### config.mk
export PLATFORM = sky130hd
export DESIGN_NAME = pipe_scroller
export DESIGN_NICKNAME = d
export VERILOG_FILES = /design/src/rtl/pipe_scroller.sv
export SDC_FILE = /design/constraint.sdc
export NUM_CORES = 1
export LEC_CHECK = 0
export CORE_UTILIZATION = 30
export CTS_CLUSTER_SIZE = 30
export DETAILED_ROUTE_END_ITERATION = 10
export GPL_TIMING_DRIVEN = 0
export PLACE_DENSITY_LB_ADDON = 0.1
export SLEW_MARGIN = 20
export SYNTH_ARGS = -nofsm -noshare
export SYNTH_HDL_FRONTEND = slang
export SYNTH_SLANG_ARGS = --single-unit
### constraint.sdc
create_clock -name clk -period 2.4 [get_ports clk]
set_input_delay 0.24 -clock clk [delete_from_list [all_inputs] [get_ports clk]]
set_output_delay 0.24 -clock clk [all_outputs]
set_load 0.01 [all_outputs]
### src/rtl/pipe_scroller.sv
// -----------------------------------------------------------------------------
// pipe_scroller
//
// Game-state controller for a side-scrolling pipe obstacle. A three-state FSM
// (IDLE / RUN / OVER) moves one pipe leftwards by SPEED pixels on each game
// tick. When the pipe reaches the left edge it respawns off the right edge
// with a new pseudo-random opening, and the score counts up (saturating).
//
// Ports
//   clk          in   1   sole clock, rising edge
//   reset        in   1   asynchronous, active-high reset
//   start_button in   1   button level, already synchronous to clk
//   tick         in   1   one-cycle game-tick strobe
//   collided     in   1   level from the collision stage
//   pipe_x       out  10  pipe centre x
//   pipe_y_top   out  10  upper edge of the opening
//   pipe_y_bot   out  10  lower edge of the opening
//   score        out  8   pipes passed, saturates at 255
//   running      out  1   high while in RUN
//   game_over    out  1   high while in OVER
// -----------------------------------------------------------------------------
module pipe_scroller #(
  parameter int unsigned SCREEN_W  = 32'd640,
  parameter int unsigned PIPE_HALF = 32'd50,
  parameter int unsigned SPEED     = 32'd4,
  parameter int unsigned GAP       = 32'd120,
  parameter int unsigned GAP_MIN   = 32'd40
) (
  input  logic       clk,
  input  logic       reset,
  input  logic       start_button,
  input  logic       tick,
  input  logic       collided,
  output logic [9:0] pipe_x,
  output logic [9:0] pipe_y_top,
  output logic [9:0] pipe_y_bot,
  output logic [7:0] score,
  output logic       running,
  output logic       game_over
);

  // Respawn just past the right edge so the pipe slides in from off-screen.
  localparam logic [9:0] SPAWN_X_C = 10'(SCREEN_W + PIPE_HALF);
  localparam logic [9:0] SPEED_C   = 10'(SPEED);
  localparam logic [9:0] GAP_C     = 10'(GAP);
  localparam logic [9:0] GAP_MIN_C = 10'(GAP_MIN);
  localparam logic [7:0] LFSR_SEED = 8'hA5;
  localparam logic [9:0] RST_TOP_C = 10'd180;
  localparam logic [9:0] RST_BOT_C = 10'd300;

  typedef enum logic [1:0] {
    IDLE = 2'd0,
    RUN  = 2'd1,
    OVER = 2'd2
  } state_t;

  // 8-bit Fibonacci LFSR step, taps 8,6,5,4 (bits 7,5,4,3).
  function automatic logic [7:0] lfsr_next(input logic [7:0] v);
    return {v[6:0], v[7] ^ v[5] ^ v[4] ^ v[3]};
  endfunction

  state_t      state_r, state_n_s;
  logic        start_d_r;
  logic [7:0]  lfsr_r;
  logic [9:0]  pipe_x_r, pipe_x_n_s;
  logic [9:0]  pipe_y_top_r, pipe_y_top_n_s;
  logic [9:0]  pipe_y_bot_r, pipe_y_bot_n_s;
  logic [7:0]  score_r, score_n_s;
  logic        start_evt_s;
  logic [9:0]  spawn_top_s;
  logic [9:0]  spawn_bot_s;

  // One event per press: button high while last cycle's copy was low.
  assign start_evt_s = start_button & ~start_d_r;

  // New opening drawn from the current LFSR value; range 40..295 / 160..415.
  assign spawn_top_s = GAP_MIN_C + {2'b00, lfsr_r};
  assign spawn_bot_s = spawn_top_s + GAP_C;

  // Next-state and next-datapath decode; every register holds by default.
  always_comb begin
    state_n_s      = state_r;
    pipe_x_n_s     = pipe_x_r;
    pipe_y_top_n_s = pipe_y_top_r;
    pipe_y_bot_n_s = pipe_y_bot_r;
    score_n_s      = score_r;
    case (state_r)
      IDLE: begin
        if (start_evt_s) begin
          state_n_s      = RUN;
          pipe_x_n_s     = SPAWN_X_C;
          pipe_y_top_n_s = spawn_top_s;
          pipe_y_bot_n_s = spawn_bot_s;
          score_n_s      = 8'd0;
        end else begin
          state_n_s = IDLE;
        end
      end
      RUN: begin
        // Collision wins over a coincident tick: the pipe freezes where it is.
        if (collided) begin
          state_n_s = OVER;
        end else if (tick) begin
          // Compare before subtracting so pipe_x can never wrap below zero.
          if (pipe_x_r > SPEED_C) begin
            pipe_x_n_s = pipe_x_r - SPEED_C;
          end else begin
            pipe_x_n_s     = SPAWN_X_C;
            pipe_y_top_n_s = spawn_top_s;
            pipe_y_bot_n_s = spawn_bot_s;
            score_n_s      = (score_r == 8'd255) ? score_r : score_r + 8'd1;
          end
        end else begin
          state_n_s = RUN;
        end
      end
      OVER: begin
        if (start_evt_s) begin
          state_n_s      = RUN;
          pipe_x_n_s     = SPAWN_X_C;
          pipe_y_top_n_s = spawn_top_s;
          pipe_y_bot_n_s = spawn_bot_s;
          score_n_s      = 8'd0;
        end else begin
          state_n_s = OVER;
        end
      end
      default: begin
        state_n_s = IDLE;
      end
    endcase
  end

  // FSM state register.
  always_ff @(posedge clk or posedge reset) begin
    if (reset) begin
      state_r <= IDLE;
    end else begin
      state_r <= state_n_s;
    end
  end

  // Datapath registers, start-edge copy and free-running LFSR.
  always_ff @(posedge clk or posedge reset) begin
    if (reset) begin
      start_d_r    <= 1'b0;
      lfsr_r       <= LFSR_SEED;
      pipe_x_r     <= SPAWN_X_C;
      pipe_y_top_r <= RST_TOP_C;
      pipe_y_bot_r <= RST_BOT_C;
      score_r      <= 8'd0;
    end else begin
      start_d_r    <= start_button;
      lfsr_r       <= lfsr_next(lfsr_r);
      pipe_x_r     <= pipe_x_n_s;
      pipe_y_top_r <= pipe_y_top_n_s;
      pipe_y_bot_r <= pipe_y_bot_n_s;
      score_r      <= score_n_s;
    end
  end

  assign pipe_x     = pipe_x_r;
  assign pipe_y_top = pipe_y_top_r;
  assign pipe_y_bot = pipe_y_bot_r;
  assign score      = score_r;
  assign running    = (state_r == RUN);
  assign game_over  = (state_r == OVER);

endmodule
# After elaboration in Yosys (flattened, before gate mapping)
# Cells that the tools add are included.
word_totals:
  regBits: 49
op_classes:
  n_reduce_logical: 6
  bitwise: 5
  magnitude_cmp: 1
  mux: 26
  n_eq_ne: 9
  add_sub_neg: 4
ops:
  columns: ["op", "count"]
  rows:
  - ["10-bit 2-to-1 mux", 12]
  - ["10-bit case mux with 2 select lines", 3]
  - ["8-bit 2-to-1 mux", 5]
  - ["8-bit case mux with 2 select lines", 1]
  - ["9-bit by 7-bit adder with 10-bit output, second input constant", 1]
  - ["10-bit by 3-bit > comparator with 1-bit output, second input constant", 1]
  - ["10-bit by 3-bit subtractor with 10-bit output, second input constant", 1]
  - ["6-bit by 8-bit adder with 9-bit output, first input constant", 1]
  - ["8-bit by 1-bit adder with 8-bit output, second input constant", 1]
  - ["8-bit equality test, second input constant", 1]
  - ["2-bit inequality test, second input constant", 4]
  - ["2-bit 2-to-1 mux", 3]
  - ["2-bit case mux with 3 select lines", 1]
  - ["6-bit AND reduction", 1]
  - ["5-bit AND reduction", 1]
  - ["4-bit AND reduction", 1]
  - ["3-bit inequality test, second input constant", 1]
  - ["1-bit bitwise XOR", 3]
  - ["2-bit by 1-bit equality test with 1-bit output, second input constant", 1]
  - ["2-bit equality test, second input constant", 1]
  - ["2-bit zero test", 1]
  - ["2-bit by 1-bit inequality test with 1-bit output, second input constant", 1]
  - ["2-bit nonzero test", 1]
  - ["2-bit OR reduction", 1]
  - ["3 further kinds", 3]

# Logic depth before layout (Yosys ltp)
logic_depth:
  word_depth: 6
  mapped_depth: 9
  ltp_nobuf: 7

# Least setup slack after synthesis
# OpenSTA, ideal clock, no wires.
synth_timing:
  kind: "register to register"
  start: "register pipe_x_r[6], in the netlist pipe_x[6]"
  end: "register score_r[5], in the netlist score[5]"
  stages_incl_launch_ff: 6
  synth_period_minus_slack_ns: 2.097
  setup_slack_ns: 0.303
  t_required_ns: 2.280
  n_path_buf: 0
  arrival_ns: 1.977
  cell_sequence: "dfrtp_1 nor4_1 o211ai_1 a2111oi_2 a31oi_1 a41o_1"
synth_via:
  elab_chain_len: 3
synth_lines:
  columns: ["item", "line", "source"]
  rows:
  - ["start, declared", "65", "logic [9:0] pipe_x_r, pipe_x_n_s;"]
  - ["start signal, assigned", "155", "pipe_x_r <= pipe_x_n_s;"]
  - ["10-bit by 3-bit > comparator with 1-bit output", "105", "if (pipe_x_r > SPEED_C) begin"]
  - ["2-bit inequality test (no source line)", null, null]
  - ["6-bit AND reduction (no source line)", null, null]
  - ["end signal, assigned", "158", "score_r <= score_n_s;"]
  - ["end, declared", "68", "logic [7:0] score_r, score_n_s;"]
# Every way passes these cells.
# A chain may end at the register's enable or synchronous reset.

# Final worst setup path
layout_timing:
  start: "register state_r[0]"
  end: "register score_r[6], in the netlist score[6]"
layout_via:
  elab_chain_len: 4
layout_lines:
  columns: ["item", "line", "source"]
  rows:
  - ["start, declared", "62", "state_t state_r, state_n_s;"]
  - ["start signal, assigned", "139", "state_r <= state_n_s;"]
  - ["2-bit equality test / 2-bit zero test (equally long branches)", "87", "case (state_r)"]
  - ["2-bit OR reduction (no source line)", null, null]
  - ["2-bit by 1-bit inequality test with 1-bit output (no source line) / 2-bit nonzero test (equally long branches)", null, null]
  - ["6-bit AND reduction (no source line)", null, null]
# Parallel ways exist; a longest one is shown, timed or not.

==> qor.yml <==
ys_ff_latch: 44
areaGrowthSynthToFinish_pct: 32.4
die_w_um: 86.2
drt_first_pass_iters: 4
nets: 275
status: "finished clean"
grt-ovfl-total: 0
synth_seq_area_share_pct: 52.8
ctsHoldBuffers: 0
power_switching_w: 0.000535
p_int_w: 0.00127
wl_per_cell_um: 12.9
path_max_fanout: 10
crit_family: "simple AND/OR/NAND/NOR gates"
p_leak_nw: 1.25
ys_warn_count: 0
viasPerCell: 4.54
drt-initial-drc-count: 51
critical_path.cell_chain: "or3b_1 > buf_2 > and2_4 > buf_6 > o31a_4 > or3_1 > a21oi_1"
root_buffer: "clkbuf_8"
critPathArrivalTime_ns: 2.50
cts_buffers: 5
maxCapViolations: 0
yosys-top-cells-area: "dfrtp_1 (33%), dfstp_2 (20%), nand2_1 (6.0%)"
swShare_pct: 29.7
p_clk_share_pct: 25.7
p_seq_share_pct: 50.9
fp.coreArea_um2: 6830
wl_um: 4670
clk_pin_slew_ns: 0.09
slowest_stage: "dfrtp_1"
p_total_w: 0.00181
cellPowerDensity_nw_per_um2: 642
gp_congestion: 0.769
pwr-share-comb_pct: 23.4
cts_buffer_depth: 2
setup_tns_ns: 0
finalHoldViolations: 0
rows: 30
pin_count: 45
vias: 1648
grt_max_degree: 26
grt_pass1_wl_um: 7800
antenna_cells: 0
cts_max_level: 2
period_share_pct: 94.6
port_buffers: 42
syn_area_per_cell_um2: 10.0
synth.top_cell.area_share_pct: 33.0
cts_tree: "done"
clk_latency_ns: 0.30
min_period_ns: 2.27
gr-usage-all-layers_pct: 13.7
postLayoutCoreUtil_pct: 41.2
cp-end-kind: "register"
cp_num_buf_inv: 2
start_util_pct: 31.1
antenna_found_initial: 0
finClkSkew_ns: 0.00606
hold_path_class: "input port to asynchronous set/reset pin"
finalSetupViolCount: 0
place_area_um2: 2690
die_area_um2: 7420
hpwl_um: 3300
fin_area_um2: 2810
syn_inst: 212
place_inst: 352
drv_slew: 0
synth_cell_types: 46
antenna_left: 0
grt_pass1_vias: 1565
remaining_drc_errors: 0
cp-start-kind: "register"
rsz0062_at_grt: "false"
crit_type: "register to register"
drive_gt1_share_pct: 15.4
synthesis.area_um2: 2120
die-height_um: 86.2
cpPeakStageDelay_ns: 0.47
synth_top_area_cell: "dfrtp_1"
ir_drop_mv: 0.218
clock-sinks: 44
fmax_mhz: 440
instances_no_fill: 363
cp.required_ns: 2.63
==> cell usage after synthesis (all sizes together) <==
library cell and instances:
nand2 34, dfrtp 28, o21ai 18, dfstp 16, a21oi 12, nor2 10, clkbuf 8, nand2b 8
xnor2 8, buf 7, inv 7, xor2 7, nand3 6, and3 4, ha 4, a21o 3
mux2i 3, or3 3, nor3 2, or2b 2, a2111oi 1, a211o 1, a21boi 1, a22o 1
a31oi 1, a41o 1, and2 1, and2b 1, and3b 1, conb 1, mux2 1, nand4 1
nand4b 1, nor2b 1, nor4 1, o211ai 1, o22ai 1, o31a 1, o31ai 1, o41ai 1
or3b 1, or4bb 1
==> flip-flops by register name (all words and copies together) (netlist names) <==
register    count
pipe_y_top      6
state_r         2
start_d_r       1
pipe_y_bot     10
score           8
lfsr_r          8
pipe_x          9
==> layout make-up <==
type | count | area [µm²]
clock buffer | 7 | 76.3
timing repair buffer | 46 | 463
tap | 96 | 120
inverter | 7 | 26.3
sequential | 44 | 1120
fill | 721 | 4020
multi-input combinational | 147 | 916
clock inverter | 1 | 5.00
buffer | 15 | 85.1
==> placed cells by master (no fill, tap or decap), types with 2 or more instances in the layout <==
cell / instances
dfrtp_1: 28
clkbuf_8: 5
or2b_1: 2
and3_1: 4
nand2b_1: 8
inv_1: 6
nor3_1: 2
dfstp_2: 16
buf_2: 2
nand2_1: 34
xor2_1: 7
o21ai_0: 17
clkbuf_1: 8
nor2_1: 10
or3_1: 3
ha_1: 4
conb_1: 2
nand3_1: 6
clkdlybuf4s50_1: 42
xnor2_1: 8
buf_4: 8
a21o_1: 3
mux2i_1: 3
a21oi_1: 11
==> repair_timing <==
item / 4_1_cts / 5_1_grt
gates cloned: 0 / 0
pin swaps: 1 / 0
resized for setup: 1 / 4
endpoints found under the setup margin: 12 / 12
buffers inserted: 3 / 0
==> worst reg2reg max path: stages, from the launching register on <==
cell     delay (ns)
dfrtp_1        0.47
or3b_1         0.39
buf_2          0.17
and2_4         0.15
buf_6          0.13
o31a_4         0.39
or3_1          0.35
a21oi_1        0.15
==> kinds of logic after synthesis <==
kind of cell             share of synthesized area, %
other                                           0.177
buffers and inverters                            5.18
AND/OR/NAND/NOR                                  18.2
multiplexers                                     1.94
flip-flops                                       52.8
adder cells (fa/ha/maj)                          2.36
XOR/XNOR                                         6.18
AO/OA/AOI/OAI                                    13.2
==> final timing paths <==
kind | start | to | slack [ns] | cells past startpoint
max in group asynchronous | reset | pipe_x[5] | 1.57 | 3
hold / removal | reset | pipe_y_bot[7] | 0.27 | 2
min in group clk | lfsr_r[6] | lfsr_r[7] | 0.39 | 0
setup reg to reg | state_r[0] | score[6] | 0.13 | 7
hold reg to reg | lfsr_r[6] | lfsr_r[7] | 0.39 | 0
setup / recovery | state_r[0] | score[6] | 0.13 | 7
==> power by group through the flow <==
| stage | clock network [W] | logic (W) | registers, W |
|---|---|---|---|
| after detailed placement | 0 | 0.000428 | 0.000933 |
| after CTS | 0.000489 | 0.000430 | 0.000919 |
| after global routing | 0.000511 | 0.000467 | 0.000935 |
| after global placement | 0 | 0.000418 | 0.000933 |
| after floorplan | 0 | 0.000184 | 0.000951 |
| final | 0.000463 | 0.000423 | 0.000920 |
==> per-stage QoR <==
| step | worst slack (ns) | hold WS [ns] |
|---|---|---|
| after floorplan | 0.303 | 0.271 |
| after global placement | -0.242 | 0.367 |
| final | 0.130 | 0.265 |
| after CTS | 0.0441 | 0.275 |
| after global routing | 0.00565 | 0.314 |
| after detailed placement | -0.248 | 0.372 |
==> per-layer routing <==
| metal | global-route usage (%) | vias to the layer above | routed length (µm) |
|---|---|---|---|
| met1 | 19.6 | 793 | 2400 |
| met3 | 3.56 | 5 | 185 |
| met2 | 20.0 | 33 | 2020 |
| met4 | 5.00 | 0 | 59 |
| met5 | 0 | - | 0 |
| li1 | - | 817 | - |
Power figures use the tool's default switching activity.
